===== src/rtl/multi_band_gs_sequencer.sv =====
// Grayscale bit-plane sequencer: fetches LED colour words per angle and shifts
// one bit per band out to the LED drivers, latching after every plane.
//
// state   | meaning
// IDLE    | waiting for an accepted angle_start
// FETCH   | r_en pulse for the current {buf, angle, row, color}
// WAIT    | read data valid, next SOUT bit captured
// SCLK_LO | SOUT settling, SCLK low for SCLK_DIV cycles
// SCLK_HI | SCLK high for SCLK_DIV cycles
// LATCH   | LAT high for SCLK_DIV cycles at the end of a plane
module multi_band_gs_sequencer #(
  parameter int NB_BANDS      = 4,
  parameter int NB_LED_COLUMN = 32,
  parameter int BIT_PER_COLOR = 8,
  parameter int NB_0_LSB      = 1,
  parameter int NB_ANGLES     = 128,
  parameter int PCB_ANGLE     = 0,
  parameter int SCLK_DIV      = 2,
  localparam int AW     = $clog2(NB_ANGLES),
  localparam int RW     = $clog2(NB_LED_COLUMN),
  localparam int PW     = $clog2(BIT_PER_COLOR + NB_0_LSB),
  localparam int ADDR_W = 1 + AW + RW + 2
) (
  input  logic                              clk,
  input  logic                              nrst,
  input  logic                              en,
  input  logic                              angle_start,
  input  logic [AW-1:0]                     angle,
  input  logic                              new_frame,
  output logic                              r_en,
  output logic [ADDR_W-1:0]                 r_addr,
  input  logic [NB_BANDS*BIT_PER_COLOR-1:0] r_data,
  input  logic                              hps_override,
  input  logic [NB_BANDS-1:0]               hps_SOUT,
  output logic                              SCLK,
  output logic                              LAT,
  output logic [NB_BANDS-1:0]               SOUT,
  output logic                              busy,
  output logic                              overrun,
  input  logic                              overrun_clr
);

  localparam int NP = BIT_PER_COLOR + NB_0_LSB;
  localparam int DW = NB_BANDS * BIT_PER_COLOR;
  localparam int IW = (DW > 1) ? $clog2(DW) : 1;
  localparam int CW = (SCLK_DIV > 1) ? $clog2(SCLK_DIV) : 1;
  localparam logic [CW-1:0] DIV_LOAD  = CW'(SCLK_DIV - 1);
  localparam logic [PW-1:0] PLANE_TOP = PW'(NP - 1);
  localparam logic [RW-1:0] ROW_TOP   = RW'(NB_LED_COLUMN - 1);

  typedef enum logic [2:0] {IDLE, FETCH, WAIT, SCLK_LO, SCLK_HI, LATCH} state_t;

  state_t              state_q, state_d;
  logic [PW-1:0]       plane_q, plane_d;
  logic [RW-1:0]       row_q, row_d;
  logic [1:0]          color_q, color_d;
  logic [CW-1:0]       div_q, div_d;
  logic [AW-1:0]       angle_q, angle_d;
  logic                rd_buf_q, rd_buf_d;
  logic                pending_q, pending_d;
  logic                overrun_q, overrun_d;
  logic                busy_q, busy_d;
  logic                r_en_q, r_en_d;
  logic                sclk_q, sclk_d;
  logic                lat_q, lat_d;
  logic [NB_BANDS-1:0] sout_q, sout_d;
  logic [IW-1:0]       bit_idx;

  always_comb begin
    state_d = state_q;
    plane_d = plane_q;
    row_d   = row_q;
    color_d = color_q;
    div_d   = div_q;
    angle_d = angle_q;
    sout_d  = sout_q;
    bit_idx = '0;
    case (state_q)
      IDLE: begin
        if (angle_start && en) begin
          state_d = FETCH;
          angle_d = AW'((int'(angle) + PCB_ANGLE) % NB_ANGLES);
          plane_d = PLANE_TOP;
          row_d   = ROW_TOP;
          color_d = 2'd2;
        end
      end
      FETCH: state_d = WAIT;
      WAIT: begin
        state_d = SCLK_LO;
        div_d   = DIV_LOAD;
        // Planes below NB_0_LSB are padding and always shift out zero.
        for (int k = 0; k < NB_BANDS; k++) begin
          if (int'(plane_q) >= NB_0_LSB) begin
            bit_idx   = IW'(k * BIT_PER_COLOR + int'(plane_q) - NB_0_LSB);
            sout_d[k] = r_data[bit_idx];
          end else begin
            sout_d[k] = 1'b0;
          end
        end
      end
      SCLK_LO: begin
        if (div_q == '0) begin
          state_d = SCLK_HI;
          div_d   = DIV_LOAD;
        end else begin
          div_d = div_q - 1'b1;
        end
      end
      SCLK_HI: begin
        if (div_q != '0) begin
          div_d = div_q - 1'b1;
        end else if (row_q == '0 && color_q == 2'd0) begin
          state_d = LATCH;
          div_d   = DIV_LOAD;
        end else begin
          state_d = FETCH;
          if (color_q == 2'd0) begin
            color_d = 2'd2;
            row_d   = row_q - 1'b1;
          end else begin
            color_d = color_q - 1'b1;
          end
        end
      end
      LATCH: begin
        if (div_q != '0) begin
          div_d = div_q - 1'b1;
        end else if (plane_q == '0) begin
          state_d = IDLE;
        end else begin
          state_d = FETCH;
          plane_d = plane_q - 1'b1;
          row_d   = ROW_TOP;
          color_d = 2'd2;
        end
      end
      default: state_d = IDLE;
    endcase
  end

  always_comb begin
    busy_d    = (state_d != IDLE);
    r_en_d    = (state_d == FETCH);
    sclk_d    = (state_d == SCLK_HI);
    lat_d     = (state_d == LATCH);
    // A set in the same cycle as a clear wins so no overrun is ever lost.
    overrun_d = (angle_start && busy_q) || (overrun_q && !overrun_clr);
    rd_buf_d  = rd_buf_q;
    pending_d = pending_q;
    if (state_q == IDLE) begin
      if (new_frame) rd_buf_d = ~rd_buf_q;
    end else if (state_d == IDLE) begin
      rd_buf_d  = rd_buf_q ^ (pending_q | new_frame);
      pending_d = 1'b0;
    end else if (new_frame) begin
      pending_d = 1'b1;
    end
  end

  always_ff @(posedge clk or negedge nrst) begin
    if (!nrst) begin
      state_q   <= IDLE;
      plane_q   <= '0;
      row_q     <= '0;
      color_q   <= '0;
      div_q     <= '0;
      angle_q   <= '0;
      rd_buf_q  <= 1'b0;
      pending_q <= 1'b0;
      overrun_q <= 1'b0;
      busy_q    <= 1'b0;
      r_en_q    <= 1'b0;
      sclk_q    <= 1'b0;
      lat_q     <= 1'b0;
      sout_q    <= '0;
    end else begin
      state_q   <= state_d;
      plane_q   <= plane_d;
      row_q     <= row_d;
      color_q   <= color_d;
      div_q     <= div_d;
      angle_q   <= angle_d;
      rd_buf_q  <= rd_buf_d;
      pending_q <= pending_d;
      overrun_q <= overrun_d;
      busy_q    <= busy_d;
      r_en_q    <= r_en_d;
      sclk_q    <= sclk_d;
      lat_q     <= lat_d;
      sout_q    <= sout_d;
    end
  end

  assign r_en    = r_en_q;
  assign r_addr  = {rd_buf_q, angle_q, row_q, color_q};
  assign SCLK    = sclk_q;
  assign LAT     = lat_q;
  assign busy    = busy_q;
  assign overrun = overrun_q;
  assign SOUT    = hps_override ? hps_SOUT : sout_q;

endmodule

===== config.mk =====
export PLATFORM = sky130hd
export DESIGN_NAME = multi_band_gs_sequencer
export DESIGN_NICKNAME = d
export VERILOG_FILES = /design/src/rtl/multi_band_gs_sequencer.sv
export SDC_FILE = /design/constraint.sdc
export NUM_CORES = 1
export LEC_CHECK = 0
export CORE_MARGIN = 1.5
export CORE_UTILIZATION = 42
export CTS_BUF_LIST = sky130_fd_sc_hd__clkbuf_2
export CTS_CLUSTER_SIZE = 25
export DETAILED_ROUTE_END_ITERATION = 8
export PLACE_DENSITY = 0.78
export SYNTH_ARGS = -nofsm -noshare
export SYNTH_HDL_FRONTEND = slang
export SYNTH_SLANG_ARGS = --single-unit

===== constraint.sdc =====
create_clock -name clk -period 2.4 [get_ports clk]
set_clock_uncertainty 0.05 [all_clocks]
set_input_delay 0.36 -clock clk [delete_from_list [all_inputs] [get_ports clk]]
set_output_delay 0.36 -clock clk [all_outputs]
set_load 0.005 [all_outputs]

# After elaboration in Yosys (flattened, before gate mapping)
# Index checks and enable logic that the tools add are counted.
# totals
regBits	33
in_bits	50
out_inout_bits	24
elab_cells	120
# classes
addsub	11
n_lt_le_gt_ge	5
n_eq_ne	15
muxes	48
n_bitwise	4
reduce_logical	23
# op_table
op	count
2-to-1 mux 5 bit	6
< comparator 5 x 6 -> 1 bit, second input constant	4
binary-select mux 1 bit (select 5 bit)	4
subtractor 5 x 1 -> 5 bit, second input constant	4
2-to-1 mux 1 bit	18
case mux 3 bit (6 select lines)	1
2-to-1 mux 4 bit	4
2-to-1 mux 3 bit	5
case mux 5 bit (3 select lines)	1
!= test 2 bit, second input constant	7
== test 3 bit, second input constant	4
2-to-1 mux 2 bit	6
adder 5 x 4 -> 5 bit, first input constant	2
case mux 4 bit (2 select lines)	1
AND reduction 7 bit	1
== test 3 x 1 -> 1 bit, second input constant	2
== test 3 x 2 -> 1 bit, second input constant	2
logical NOT 3 bit	2
case mux 2 bit (3 select lines)	1
AND reduction 2 bit	3
AND reduction 6 bit	1
nonzero test 2 bit	3
nonzero test 3 bit	2
adder 4 x 4 -> 5 bit, first input constant	1
other kinds (17)	21

# Logic depth before layout (Yosys ltp)
# logic_depth
word_depth	8
mapped_depth	9
depth_no_buf	9

# Worst setup path before layout
# No wires, ideal clock.
# synth_path
path_kind	reg2reg
start	register plane_q[0]
end	register sout_q[0]
setup_time_ns	0.129
arrival_ns	2.269
required_time_ns	2.221
slack_ns	-0.049
stages_incl_launch_ff	9
path_buffers	2
synth_period_minus_slack_ns	2.449
cell_sequence	dfrtp_1 buf_4 inv_1 ha_1 buf_1 mux4_2 mux4_2 a22oi_1 o21ai_1
# synth_via
elab_chain_len	4
elab_cells_between_ends	5
cone_classes	add/sub: 1; order compare: 1; mux: 3
# synth_lines
element	line	source
start, declared	54	logic [PW-1:0] plane_q, plane_d;
start signal, assigned	179	plane_q <= plane_d;
subtractor 4 x 1 -> 5 bit	95	bit_idx = IW'(k * BIT_PER_COLOR + int'(plane_q) - NB_0_LSB);
binary-select mux 1 bit (select 5 bit)	96	sout_d[k] = r_data[bit_idx];
2-to-1 mux 1 bit (implied by the code)	96	
2-to-1 mux 1 bit *	94	if (int'(plane_q) >= NB_0_LSB) begin
end signal, assigned	191	sout_q <= sout_d;
end, declared	66	logic [NB_BANDS-1:0] sout_q, sout_d;
# Mark *: on every way between the ends. The rest lies on a longest branch, timed or not. The select of a mux whose other input is x is not followed.
# A chain may end at the register's enable or synchronous reset.

# Worst setup path in the final report
# layout_path
start	register plane_q[0]
end	register sout_q[2]
# layout_via
elab_chain_len	5
elab_cells_between_ends	6
cone_classes	add/sub: 2; order compare: 1; mux: 3
# layout_lines
element	line
adder 5 x 4 -> 5 bit	95
subtractor 5 x 1 -> 5 bit	95
binary-select mux 1 bit (select 5 bit)	96
2-to-1 mux 1 bit (implied by the code)	96
2-to-1 mux 1 bit *	94
# Marked as above.

==> results.toml <==
[power_and_ir_drop]
power.density_nw_per_um2 = 1106
vdd_ir_drop_max_mv = 0.4959
p_leak_uw = 0.001186

[worst_setup_path]
path_class = "reg2reg"
arrival_ns = 2.49
r2r-start = "plane_q[0]"
reg2reg_slack_ns = 0.15
cp_max_fo = 10
critPathLaunchType = "register"
crit_start = "plane_q[0]"
cp_data_required_time_ns = 2.63
critPathCaptureType = "register"
reg2reg_depth = 6
r2r_end = "sout_q[2]"
endpoint = "sout_q[2]"

[clocking]
cts_tree = "done"
clock_latency_ns = 0.38
clock-sinks = 33
clk_pin_slew_ns = 0.18
clock_path_buffers = 2
root_buffer = "clkbuf_2"
numCtsBuffers = 5
htree_num_levels = 2
post_cts_buffers = 0

[global_routing]
grt_overflow = 0
grt_pass1_vias = 1790
grt_max_degree = 34
antenna_found_initial = 0
grt_usage = 0.1920
grt_pass1_wl_microns = 8079

[timing]
hold_viol = 0
final-setup-viol-count = 0
rsz0062_at_grt = "no"
finalSetupTns_ns = 0
slew_violations = 0
relSlewSlack = 0.7223
holdWs_ns = 0.3185
fmax_ghz = 0.4435
finalCriticalPeriod_ns = 2.255
worst_slew_pin_slew_ns = 0.4165
timing.final.crit_share = 0.9395

[logic_synthesis]
ys_seq_area_frac = 0.3880
postSynth.asyncResetShare = 1.000
netlist.top_cell.by_area = "dfrtp_1"
synth.top_cells.by_area = "dfrtp_1, mux4_2, mux2_2, ha_1, nor2_1"
avgSynthCellArea_sq_um = 10.91
synth_nets = 252
synth_common_cells = "dfrtp_1, mux2_2, nor2_1, nand2_1, inv_1"
syn-cell-area_sq_um = 2128
synth_cell_types = 60
yosys_register_bits = 33
synth_edf_count = 0
synth.most_common_cell = "dfrtp_1"
synth_top_area_share = 0.3880
yosysWarnings = 0
synth_flop_cell = "dfrtp_1"
synthCells = 195

[drt]
wl_microns = 4715
wl_per_cell_microns = 13.95
drc = 0
via_per_inst = 5.216
ant_nets = 0
firstDrtPassIters = 5
drt_iter0_drc = 84
vias = 1763

[final_layout]
final_util = 0.6164
syn_to_final_growth_pct = 39.51
drive_gt1_frac = 0.1993
nets = 327
final_cells = 338
insertedDiodeCount = 0

[die]
core_area_sq_um = 4817
die_area_sq_um = 5503
dieWidth_microns = 74.19
num_rows = 25
initial_utilization = 0.4418
ioPinCount = 74
die_height_microns = 74.19

[hold_path]
hold_path.class = "in2async"

[place]
gp_congestion = 0.7461
dp_hpwl_microns = 3694
placed_cells = 330
io_buffer_count = 73

[status]
status = "complete, no violations"

[job]
maxCapViolCount = 0
-- final cells by class --
cell class / instances / area, sq um
Inverter: 13 / 48.80
Tap cell: 67 / 83.83
Sequential cell: 33 / 825.8
Clock inverter: 2 / 10.01
Multi-Input combinational cell: 139 / 1202
Clock buffer: 6 / 30.03
Timing Repair Buffer: 78 / 768.2
Fill cell: 433 / 1848
-- cell usage in the layout (no fill, tap or decap), types with 3 or more instances in the layout --
master,n
nand2_1,13
mux4_2,10
mux2_2,16
clkbuf_2,6
ha_1,6
buf_4,5
nor2_1,13
nor3_1,6
o21ai_0,7
o21ai_1,3
nor2b_1,4
mux2i_1,4
a21oi_1,7
inv_1,12
dfrtp_1,33
a211oi_1,4
clkdlybuf4s50_1,73
-- worst min path at each step --
| stage | start | depth (start not counted) | endpoint | slack, ns |
|---|---|---|---|---|
| 6_report | nrst | 2 | busy | 0.32 |
| 5_1_grt | nrst | 2 | busy | 0.34 |
| 4_1_cts | nrst | 2 | angle_q[2] | 0.34 |
| 3_5_place_dp | sout_q[0] | 2 | sout_q[0] | 0.43 |
| 3_3_place_gp | sout_q[2] | 2 | sout_q[2] | 0.43 |
| 2_1_floorplan | nrst | 0 | LAT | 0.01 |
-- state kept, by name (all words and copies together) (netlist names) --
name and cells:
LAT 1, rd_buf_q 1, angle_q 7, color_q 2, plane_q 4, pending_q 1, sout_q 4, SCLK 1
r_en 1, state_q 3, row_q 5, div_q 1, overrun 1, busy 1
-- stage by stage --
| step | power [uW] | area, sq um | setup slack, ns |
|---|---|---|---|
| after global routing | 3568 | 2969 | 0.01207 |
| after CTS | 3272 | 2947 | 0.05389 |
| after floorplan | 2365 | 2130 | 0.1070 |
| final | 3285 | 2969 | 0.1451 |
| after detailed placement | 3003 | 2907 | 0.07745 |
| after global placement | 2939 | 2907 | 0.2065 |
-- cells by family after synthesis --
kind of cell / synth area share
mux: 0.2093
xor+xnor: 0.01176
buf+inv: 0.05761
fa+ha+maj: 0.04115
compound gates: 0.1558
simple gates: 0.1364
flops: 0.3880
-- metal layers --
metal  GRT usage  vias to the layer above  part of all wire
li1            -                      876                 -
met1      0.2528                      831              0.46
met5           0                        -                 0
met3     0.04472                        7             0.050
met2      0.3165                       49              0.47
met4     0.05556                        0             0.013
-- critical path: stages, from the launching register on --
cell and delay (ns):
dfrtp_1 0.41, buf_4 0.19, nor3_2 0.36, xor2_4 0.31
mux4_2 0.57, a22oi_1 0.17, o21ai_1 0.09
-- where the power goes --
part | internal (uW) | switching [uW] | total (uW)
Clock | 73.1 | 192 | 265
Combinational | 1120 | 859 | 1970
Sequential | 792 | 253 | 1050
Total | 1980 | 1300 | 3290
-- what timing repair did --
item	CTS	global route
hold buffers	0	0
gates resized for setup	0	4
setup endpoints to repair	0	6
(Power assumes the default switching activity.)
